[src/rtl/arith_seq_pkg.sv]
// arith_seq_pkg: opcodes and sequencer state encoding shared by the arith sequencer files
package arith_seq_pkg;

   localparam logic [1:0] ARITH_ADD = 2'b00;
   localparam logic [1:0] ARITH_SUB = 2'b01;
   localparam logic [1:0] ARITH_MUL = 2'b10;
   localparam logic [1:0] ARITH_DIV = 2'b11;

   typedef enum logic [1:0] {
      IDLE   = 2'd0,
      SETTLE = 2'd1,
      RESP   = 2'd2
   } seqState_e;

endpackage

[src/rtl/arith_seq_arith.sv]
// arith: combinational 32-bit add/sub/mul/div datapath
module arith
   import arith_seq_pkg::*;
(
   input  logic [31:0] opA,
   input  logic [31:0] opB,
   input  logic        S_or_U,
   input  logic [1:0]  opSel,
   output logic [31:0] ArithAnswer
);

   logic [31:0] absA;
   logic [31:0] absB;
   logic [31:0] uQuot;
   logic [31:0] quot;
   logic        negQ;

   // Signed divide runs on magnitudes with a sign fix-up; divide by zero yields all ones
   always_comb begin
      absA = (S_or_U && opA[31]) ? -opA : opA;
      absB = (S_or_U && opB[31]) ? -opB : opB;
      uQuot = (absB == 32'd0) ? '1 : absA / absB;
      negQ = S_or_U && (opA[31] ^ opB[31]) && (opB != 32'd0);
      quot = negQ ? -uQuot : uQuot;
      ArithAnswer = (opSel == ARITH_ADD) ? opA + opB :
                    (opSel == ARITH_SUB) ? opA - opB :
                    (opSel == ARITH_MUL) ? opA * opB : quot;
   end

endmodule

[src/rtl/arith_seq.sv]
// arith_seq: valid/ready sequencer holding operands on the arith unit for SETTLE_CYCLES
module arith_seq
   import arith_seq_pkg::*;
#(
   parameter int SETTLE_CYCLES = 1,
   parameter int TAG_W         = 4
) (
   input  logic             clk,
   input  logic             rst_n,
   input  logic             req_valid,
   output logic             req_ready,
   input  logic [31:0]      req_a,
   input  logic [31:0]      req_b,
   input  logic             req_signed,
   input  logic [1:0]       req_op,
   input  logic [TAG_W-1:0] req_tag,
   output logic             rsp_valid,
   input  logic             rsp_ready,
   output logic [31:0]      rsp_data,
   output logic [TAG_W-1:0] rsp_tag,
   output logic [15:0]      op_count
);

   seqState_e        state;
   seqState_e        stateNext;
   logic [3:0]       settleCnt;
   logic [31:0]      regA;
   logic [31:0]      regB;
   logic             regSigned;
   logic [1:0]       regOp;
   logic [TAG_W-1:0] regTag;
   logic [31:0]      arithAnswer;
   logic             accept;
   logic             rspHs;
   logic             settleDone;

   arith uArith (
      .opA        (regA),
      .opB        (regB),
      .S_or_U     (regSigned),
      .opSel      (regOp),
      .ArithAnswer(arithAnswer)
   );

   // Handshake decode; req_ready never looks at req_valid
   always_comb begin
      req_ready = (state == IDLE) || (state == RESP && rsp_ready);
      accept = req_valid && req_ready;
      rspHs = rsp_valid && rsp_ready;
      settleDone = (state == SETTLE) && (settleCnt == 4'd0);
   end

   // Next-state: a simultaneous handshake and accept in RESP goes straight back to SETTLE
   always_comb begin
      stateNext = state;
      case (state)
         IDLE:    stateNext = accept ? SETTLE : IDLE;
         SETTLE:  stateNext = settleDone ? RESP : SETTLE;
         RESP:    stateNext = accept ? SETTLE : rsp_ready ? IDLE : RESP;
         default: stateNext = IDLE;
      endcase
   end

   // State register
   always_ff @(posedge clk) begin
      if (!rst_n) state <= IDLE;
      else state <= stateNext;
   end

   // Operand capture, settle countdown, result capture and response counter
   always_ff @(posedge clk) begin
      if (!rst_n) begin
         settleCnt <= '0;
         regA <= '0;
         regB <= '0;
         regSigned <= 1'b0;
         regOp <= '0;
         regTag <= '0;
         rsp_valid <= 1'b0;
         rsp_data <= '0;
         rsp_tag <= '0;
         op_count <= '0;
      end else begin
         if (accept) begin
            regA <= req_a;
            regB <= req_b;
            regSigned <= req_signed;
            regOp <= req_op;
            regTag <= req_tag;
            settleCnt <= 4'(SETTLE_CYCLES - 1);
         end else if (state == SETTLE && settleCnt != 4'd0) begin
            settleCnt <= settleCnt - 4'd1;
         end
         if (settleDone) begin
            rsp_data <= arithAnswer;
            rsp_tag <= regTag;
            rsp_valid <= 1'b1;
         end else if (rspHs) begin
            rsp_valid <= 1'b0;
         end
         if (rspHs) op_count <= op_count + 16'd1;
      end
   end

endmodule

[config.mk]
export PLATFORM = sky130hd
export DESIGN_NAME = arith_seq
export DESIGN_NICKNAME = d
export VERILOG_FILES = /design/src/rtl/arith_seq_pkg.sv /design/src/rtl/arith_seq_arith.sv /design/src/rtl/arith_seq.sv
export SDC_FILE = /design/constraint.sdc
export NUM_CORES = 2
export LEC_CHECK = 0
export BUFFER_PORTS_ARGS = -buffer_cell sky130_fd_sc_hd__buf_2
export CAP_MARGIN = 20
export CORE_ASPECT_RATIO = 1.25
export CORE_UTILIZATION = 40
export CTS_CLUSTER_DIAMETER = 200
export DETAILED_ROUTE_END_ITERATION = 7
export GPL_ROUTABILITY_DRIVEN = 0
export GPL_TIMING_DRIVEN = 0
export PLACE_DENSITY = 0.66
export SLEW_MARGIN = 25
export SYNTH_ARGS = -nofsm -noshare
export SYNTH_HDL_FRONTEND = slang
export SYNTH_SLANG_ARGS = --single-unit
export TNS_END_PERCENT = 1
[constraint.sdc]
create_clock -name clk -period 186.6 [get_ports clk]
set_input_delay 18.66 -clock clk [delete_from_list [all_inputs] [get_ports clk]]
set_output_delay 18.66 -clock clk [all_outputs]
set_load 0.05 [all_outputs]
Word-level counts from Yosys, hierarchy flattened --
Index checks and enable logic that the tools add are counted.
Cells by class: multipliers 1, multiplexer cells 14, div/mod/pow operators 1, bitwise logic cells 2, reductions and logical operators 18, eq/ne operators 4, $add $sub $neg 7
Operators with widths (number):
- two-way mux 32 bit | 7
- negator 32 bit | 3
- adder 32 bit | 1
- divider 32 x 32 -> 32 bit | 1
- zero test 32 bit | 1
- multiplier 32 x 32 -> 32 bit | 1
- nonzero test 32 bit | 1
- subtractor 32 bit | 1
- adder 16 x 1 -> 16 bit, second input constant | 1
- logical AND 1 bit | 9
- two-way mux 2 bit | 3
- case mux 2 bit (3 select lines) | 1
- == test 2 x 1 -> 1 bit, second input constant | 2
- == test 2 bit, second input constant | 2
- zero test 2 bit | 2
- zero test 4 bit | 1
- nonzero test 4 bit | 1
- subtractor 4 x 1 -> 4 bit, second input constant | 1
- two-way mux 1 bit | 3
- nonzero test 2 bit | 1
- OR reduction 2 bit | 1
- logical OR 1 bit | 1
- inverter 1 bit | 1
- bitwise XOR 1 bit | 1
Storage, ports and cells: bits in registers 130, input bits 75, output and inout bits 54

Longest topological paths before layout --
word-level depth 9, gate-level depth with buffers 383

By module --
Synthesis repeated with hierarchy kept, for this count alone.
Unflattened totals: cells, all modules 7547, area, all modules 54377.2 µm²
Modules (own cells, without submodules):
- arith | seq. area each 0.0 µm², cells each 6959, area each 49696.4 µm², instances 1
- arith_seq | seq. area each 2602.5 µm², cells each 588, area each 4680.7 µm², instances 1

Worst setup path before layout --
No wires, ideal clock.
kind reg-to-reg, from register regB[0], to register rsp_data[29], library setup time 0.124 ns, cell stages (with the launch flop) 354, setup slack 107.818 ns, period minus slack after synthesis 78.782 ns, arrival time 78.658 ns, cell sequence dfxtp_1 buf_2 clkbuf_1 inv_1 ha_1 clkbuf_2 nor3b_2 buf_2 a41oi_1 xnor2_1 o21a_1 and4_1 buf_2 and3_1 clkbuf_1 a41oi_1 a31oi_1 ha_1 (+318 left out) mux2_2 ha_1 a21o_1 a21o_1 a21oi_1 nor2b_1 o21ai_0 nand2b_1 a21oi_1 nor2b_1 a311oi_1 nand3_1 nor4_1 nand2_1 o21ai_0 mux2_2 a21oi_1 a31oi_1
Between the ends: longest elaborated chain between the ends 9, elaborated cells on any way between the ends 15, those cells by class 4 x add/sub; 1 x mul; 1 x div; 6 x mux; 3 x reduce/logical
RTL lines:
- start: declaration | line arith_seq.sv:28 | logic [31:0] regB;
- start signal: assignment | line arith_seq.sv:86 | regB <= req_b;
- negator 32 bit | line arith_seq_arith.sv:21 | absB = (S_or_U && opB[31]) ? -opB : opB;
- two-way mux 32 bit | line arith_seq_arith.sv:21
- divider 32 x 32 -> 32 bit / zero test 32 bit (equally long branches) | line arith_seq_arith.sv:22 | uQuot = (absB == 32'd0) ? '1 : absA / absB;
- two-way mux 32 bit | line arith_seq_arith.sv:22
- negator 32 bit | line arith_seq_arith.sv:24 | quot = negQ ? -uQuot : uQuot;
- two-way mux 32 bit | line arith_seq_arith.sv:24
- two-way mux 32 bit | line arith_seq_arith.sv:27 | (opSel == ARITH_MUL) ? opA * opB : quot;
- two-way mux 32 bit | line arith_seq_arith.sv:26 | (opSel == ARITH_SUB) ? opA - opB :
- two-way mux 32 bit * | line arith_seq_arith.sv:25 | ArithAnswer = (opSel == ARITH_ADD) ? opA + opB :
- end signal: assignment | line arith_seq.sv:95 | rsp_data <= arithAnswer;
- end: declaration | line arith_seq.sv:19 | output logic [31:0] rsp_data,
Every way passes the cells marked *; elsewhere a longest branch is shown, timed or not. A chain may end at the register's enable or synchronous reset.

Worst setup path after layout --
from register regB[0], to register rsp_data[23]
Same word-level chain as after synthesis.

==> qor_table.md <==
| Parameter | This run | Unit |
|:---|:---|:---|
| I/O Buffers | 127 | - |
| Fraction of layout cells with a size suffix above 1 | 0.0623 | - |
| Cts bufs inserted | 17 | - |
| Fraction of the yosys area taken by sequential cells | 0.0482 | - |
| Average wire per cell in the routed design | 25.3 | um |
| Hold buffer count at cts | 0 | - |
| Clock tree from TritonCTS | built | - |
| Ports | 129 | - |
| Largest net degree at the start of global routing | 34 | - |
| CTS H-Tree Depth | 4 | - |
| Met2 Wirelength | 101000 | um |
| Achievable frequency | 8.96 | MHz |
| Master cell of the clock root buffer | sky130_fd_sc_hd__clkbuf_16 | - |
| Number of design rule violations left after detail routing | 51 | - |
| Area used by multi-input combinational logic | 47800 | um^2 |
| Startpoint types | register | - |
| Delay of the slowest cell on the worst path | 0.92 | ns |
| Number of nets at the end of the flow | 8789 | - |
| Post-CTS Setup Inserts | 0 | - |
| Number of antenna violations at the first check in global routing | 17 | - |
| Die outline height | 413 | um |
| Starting density of the core | 0.403 | - |
| Max Buffers Root-to-Sink | 2 | - |
| Max-slew violation total from the final report | 0 | - |
| WP data required | 186.96 | ns |
| Cell count after synthesis | 7375 | - |
| Proportion of synthesized flip-flops having asynchronous set or reset | 0 | - |
| Cell with the most instances after synthesis | sky130_fd_sc_hd__nand2_1 | - |
| Crit path arrival time | 112.00 | ns |
| Number of enable flip-flop cells after synthesis | 0 | - |
| Number of antenna-violating nets in the routed design | 0 | - |
| Number of gates resized after cts | 0 | - |
| Number of fill cells | 13618 | - |
| Post-synthesis area per instance | 7.32 | um^2 |
| Detail Route met3 WL | 28500 | um |
| Slew at the pin with the worst max-slew slack | 1.21 | ns |
| Endpoints failing hold | 0 | - |
| Critical Path End Type | register | - |
| Final period util | 0.598 | - |
| Clock sink count | 130 | - |
| Netlist area before placement | 54000 | um^2 |
| Detailed-routing iteration count for the pre-antenna-repair pass | 8 | - |
| Clock latency on the worst-skew pair | 0.52 | ns |
| Crit path time final | 111.64 | ns |
| Unique cell type count in the Yosys netlist | 100 | - |
| Detailed-route via count | 58903 | - |
| Critical path fanouts, max | 33 | - |
| Core Box Area | 134000 | um^2 |
| Post-synthesis net count | 8579 | - |
| Class of the tightest hold or removal check | reg2reg | - |
| Setup repair after global routing missed its margin | false | - |
| Gr ovfl total | 0 | - |
| Yosys warning count | 0 | - |
| Metal1 wirelength | 82800 | um |
| Ys flop type | sky130_fd_sc_hd__dfxtp_1 | - |
| Synth-to-layout area growth | 8.25 | % |
| Die footprint | 136000 | um^2 |
| Total negative slack for setup checks | 0 | ns |
| Most area-consuming cells after synthesis | sky130_fd_sc_hd__ha_1 (17%), sky130_fd_sc_hd__fa_1 (15%), sky130_fd_sc_hd__nand2_1 (7.4%) | - |
| Post-synthesis register bit count | 130 | - |
| Footprint of the flip-flops and latches | 2600 | um^2 |
| Clk slew on worst S/H paths | 0.07 | ns |
| Utilization after layout | 0.437 | - |
| Overall Global Routing Usage | 0.340 | - |
| Setup CP Type | reg2reg | - |
| Cell type with the largest total area after synthesis | sky130_fd_sc_hd__ha_1 | - |
| Maximum capacitance violations | 0 | - |
| Highest routing layer actually used | met5 | - |
| Die W | 331 | um |
| # setup viols final | 0 | - |
| Slowest cell on the critical path | sky130_fd_sc_hd__a2111oi_0 | - |
| Number of violations reported at the end of detailed-routing iteration 0 | 7309 | - |
| Placement row count | 150 | - |
| Post-detailed-placement half-perimeter wirelength | 197000 | um |
| Cell seen most often among critical-path stages | sky130_fd_sc_hd__clkbuf_1 | - |
| Result of the run | finished with violations | - |
| First-pass GRT wire length | 348000 | um |
| Violations in the final reports | DRC | - |
| Fraction of post-synthesis cell area in the top cell type by area | 0.167 | - |
| Fin Clk Skew | 0.0304 | ns |
| Most instantiated cells after synthesis | sky130_fd_sc_hd__nand2_1 (1066), sky130_fd_sc_hd__ha_1 (719), sky130_fd_sc_hd__inv_1 (672) | - |
| Number of global-route vias before repair | 56929 | - |
| Final wirelength | 237000 | um |
| Relative slew slack | 0.190 | - |
| Drt via density | 6.30 | - |
[routing by layer]
layer | vias to the layer above | GRT usage
met5 | - | 0.00713
met4 | 16 | 0.277
met3 | 1237 | 0.107
met2 | 3743 | 0.530
met1 | 27812 | 0.379
li1 | 26095 | -
[flip-flops by register name (all words and copies together) (netlist names)]
register   count
regTag         4
regSigned      1
regA          32
state          2
regOp          2
rsp_data      32
rsp_valid      1
settleCnt      4
rsp_tag        4
op_count      16
regB          32
[logic make-up (layout without fill, tap and decap cells)]
| group | count (synthesis) | in the layout | synth area share |
|---|---|---|---|
| AO/OA/AOI/OAI | 1810 | 1810 | 0.224 |
| XOR/XNOR | 543 | 543 | 0.0883 |
| buffers and inverters | 1010 | 1233 | 0.0709 |
| multiplexers | 110 | 110 | 0.0223 |
| AND/OR/NAND/NOR | 2643 | 2643 | 0.227 |
| adder cells (fa/ha/maj) | 1129 | 1129 | 0.319 |
| other | 0 | 7 | 0 |
| flip-flops | 130 | 130 | 0.0482 |
[through the flow]
step | cell area [um^2] | hold WS, ns | worst slack, ns | std cells
final | 58400 | 0.469 | 74.96 | 9353
after global routing | 58400 | 0.491 | 70.55 | 9346
after CTS | 58400 | 0.471 | 79.08 | 9346
after detailed placement | 57800 | 0.461 | 79.53 | 9314
after global placement | 56800 | 0.451 | 71.64 | 9250
after floorplan | 54000 | 0.441 | 107.82 | 7375
[final timing paths]
kind,end,cells past startpoint,from,slack (ns)
worst min-delay path,rsp_tag[3],2,regTag[3],0.47
worst max register to register,rsp_data[23],355,regB[0],74.96
worst min register to register,rsp_tag[3],2,regTag[3],0.47
worst max-delay path,rsp_data[23],355,regB[0],74.96
[worst max-delay path: cells and delay by family, from the launching register on]
kind,cells,cell delay [ns]
DFF,1,0.34
buffers and inverters,60,26.61
and+or+nand+nor,79,21.10
muxes,2,0.83
xor gates and xnor gates,1,0.18
AOI/OAI and AO/OA,181,52.23
adders and majority gates,32,9.81
[cell usage in the layout, fill, tap and decap left out, types with 23 or more instances in the layout]
master                     Yosys  final
sky130_fd_sc_hd__a21boi_0    103    103
sky130_fd_sc_hd__nor2b_1      68     68
sky130_fd_sc_hd__or3_1        79     79
sky130_fd_sc_hd__a21o_1      200    200
sky130_fd_sc_hd__nor4_1       41     40
sky130_fd_sc_hd__fa_1        410    410
sky130_fd_sc_hd__a31o_2       23     23
sky130_fd_sc_hd__dfxtp_1     130    130
sky130_fd_sc_hd__buf_6         0     36
sky130_fd_sc_hd__a31oi_1      96     96
sky130_fd_sc_hd__a21oi_1     441    441
sky130_fd_sc_hd__inv_1       672    670
sky130_fd_sc_hd__nor3_1      194    188
sky130_fd_sc_hd__clkbuf_1    264    251
sky130_fd_sc_hd__nand2_1    1066   1066
sky130_fd_sc_hd__o21bai_1     35     35
sky130_fd_sc_hd__o221ai_1     23     23
sky130_fd_sc_hd__o211ai_1     63     63
sky130_fd_sc_hd__nand2b_1     64     64
sky130_fd_sc_hd__xor2_1      177    177
sky130_fd_sc_hd__mux2i_1      37     36
sky130_fd_sc_hd__a211oi_1     37     34
sky130_fd_sc_hd__nand3_1     137    137
sky130_fd_sc_hd__or2_2        34     34
sky130_fd_sc_hd__xnor2_1     365    343
sky130_fd_sc_hd__mux2_2       72     72
sky130_fd_sc_hd__nor2_1      581    581
sky130_fd_sc_hd__buf_2        19    150
sky130_fd_sc_hd__buf_1        50     49
sky130_fd_sc_hd__o31ai_1      56     55
sky130_fd_sc_hd__o21ai_0     294    294
sky130_fd_sc_hd__and3_1       61     61
sky130_fd_sc_hd__o21a_1      134    134
sky130_fd_sc_hd__and4_1       24     24
sky130_fd_sc_hd__and2_1      149    149
sky130_fd_sc_hd__ha_1        719    719
sky130_fd_sc_hd__nand4_1      80     80
[cell type report]
cell class,instances,area share
Tap cell,1748,0.0374
Clock inverter,15,0.00285
Timing Repair Buffer,191,0.0227
Inverter,672,0.0432
Multi-Input combinational cell,6235,0.819
Clock buffer,17,0.00728
Antenna cell,7,0.000300
Sequential cell,130,0.0445
Buffer,338,0.0227
Power is left out: the tool's default activity adds up to more than one toggle a clock period on the data nets, which glitch-free logic cannot reach.
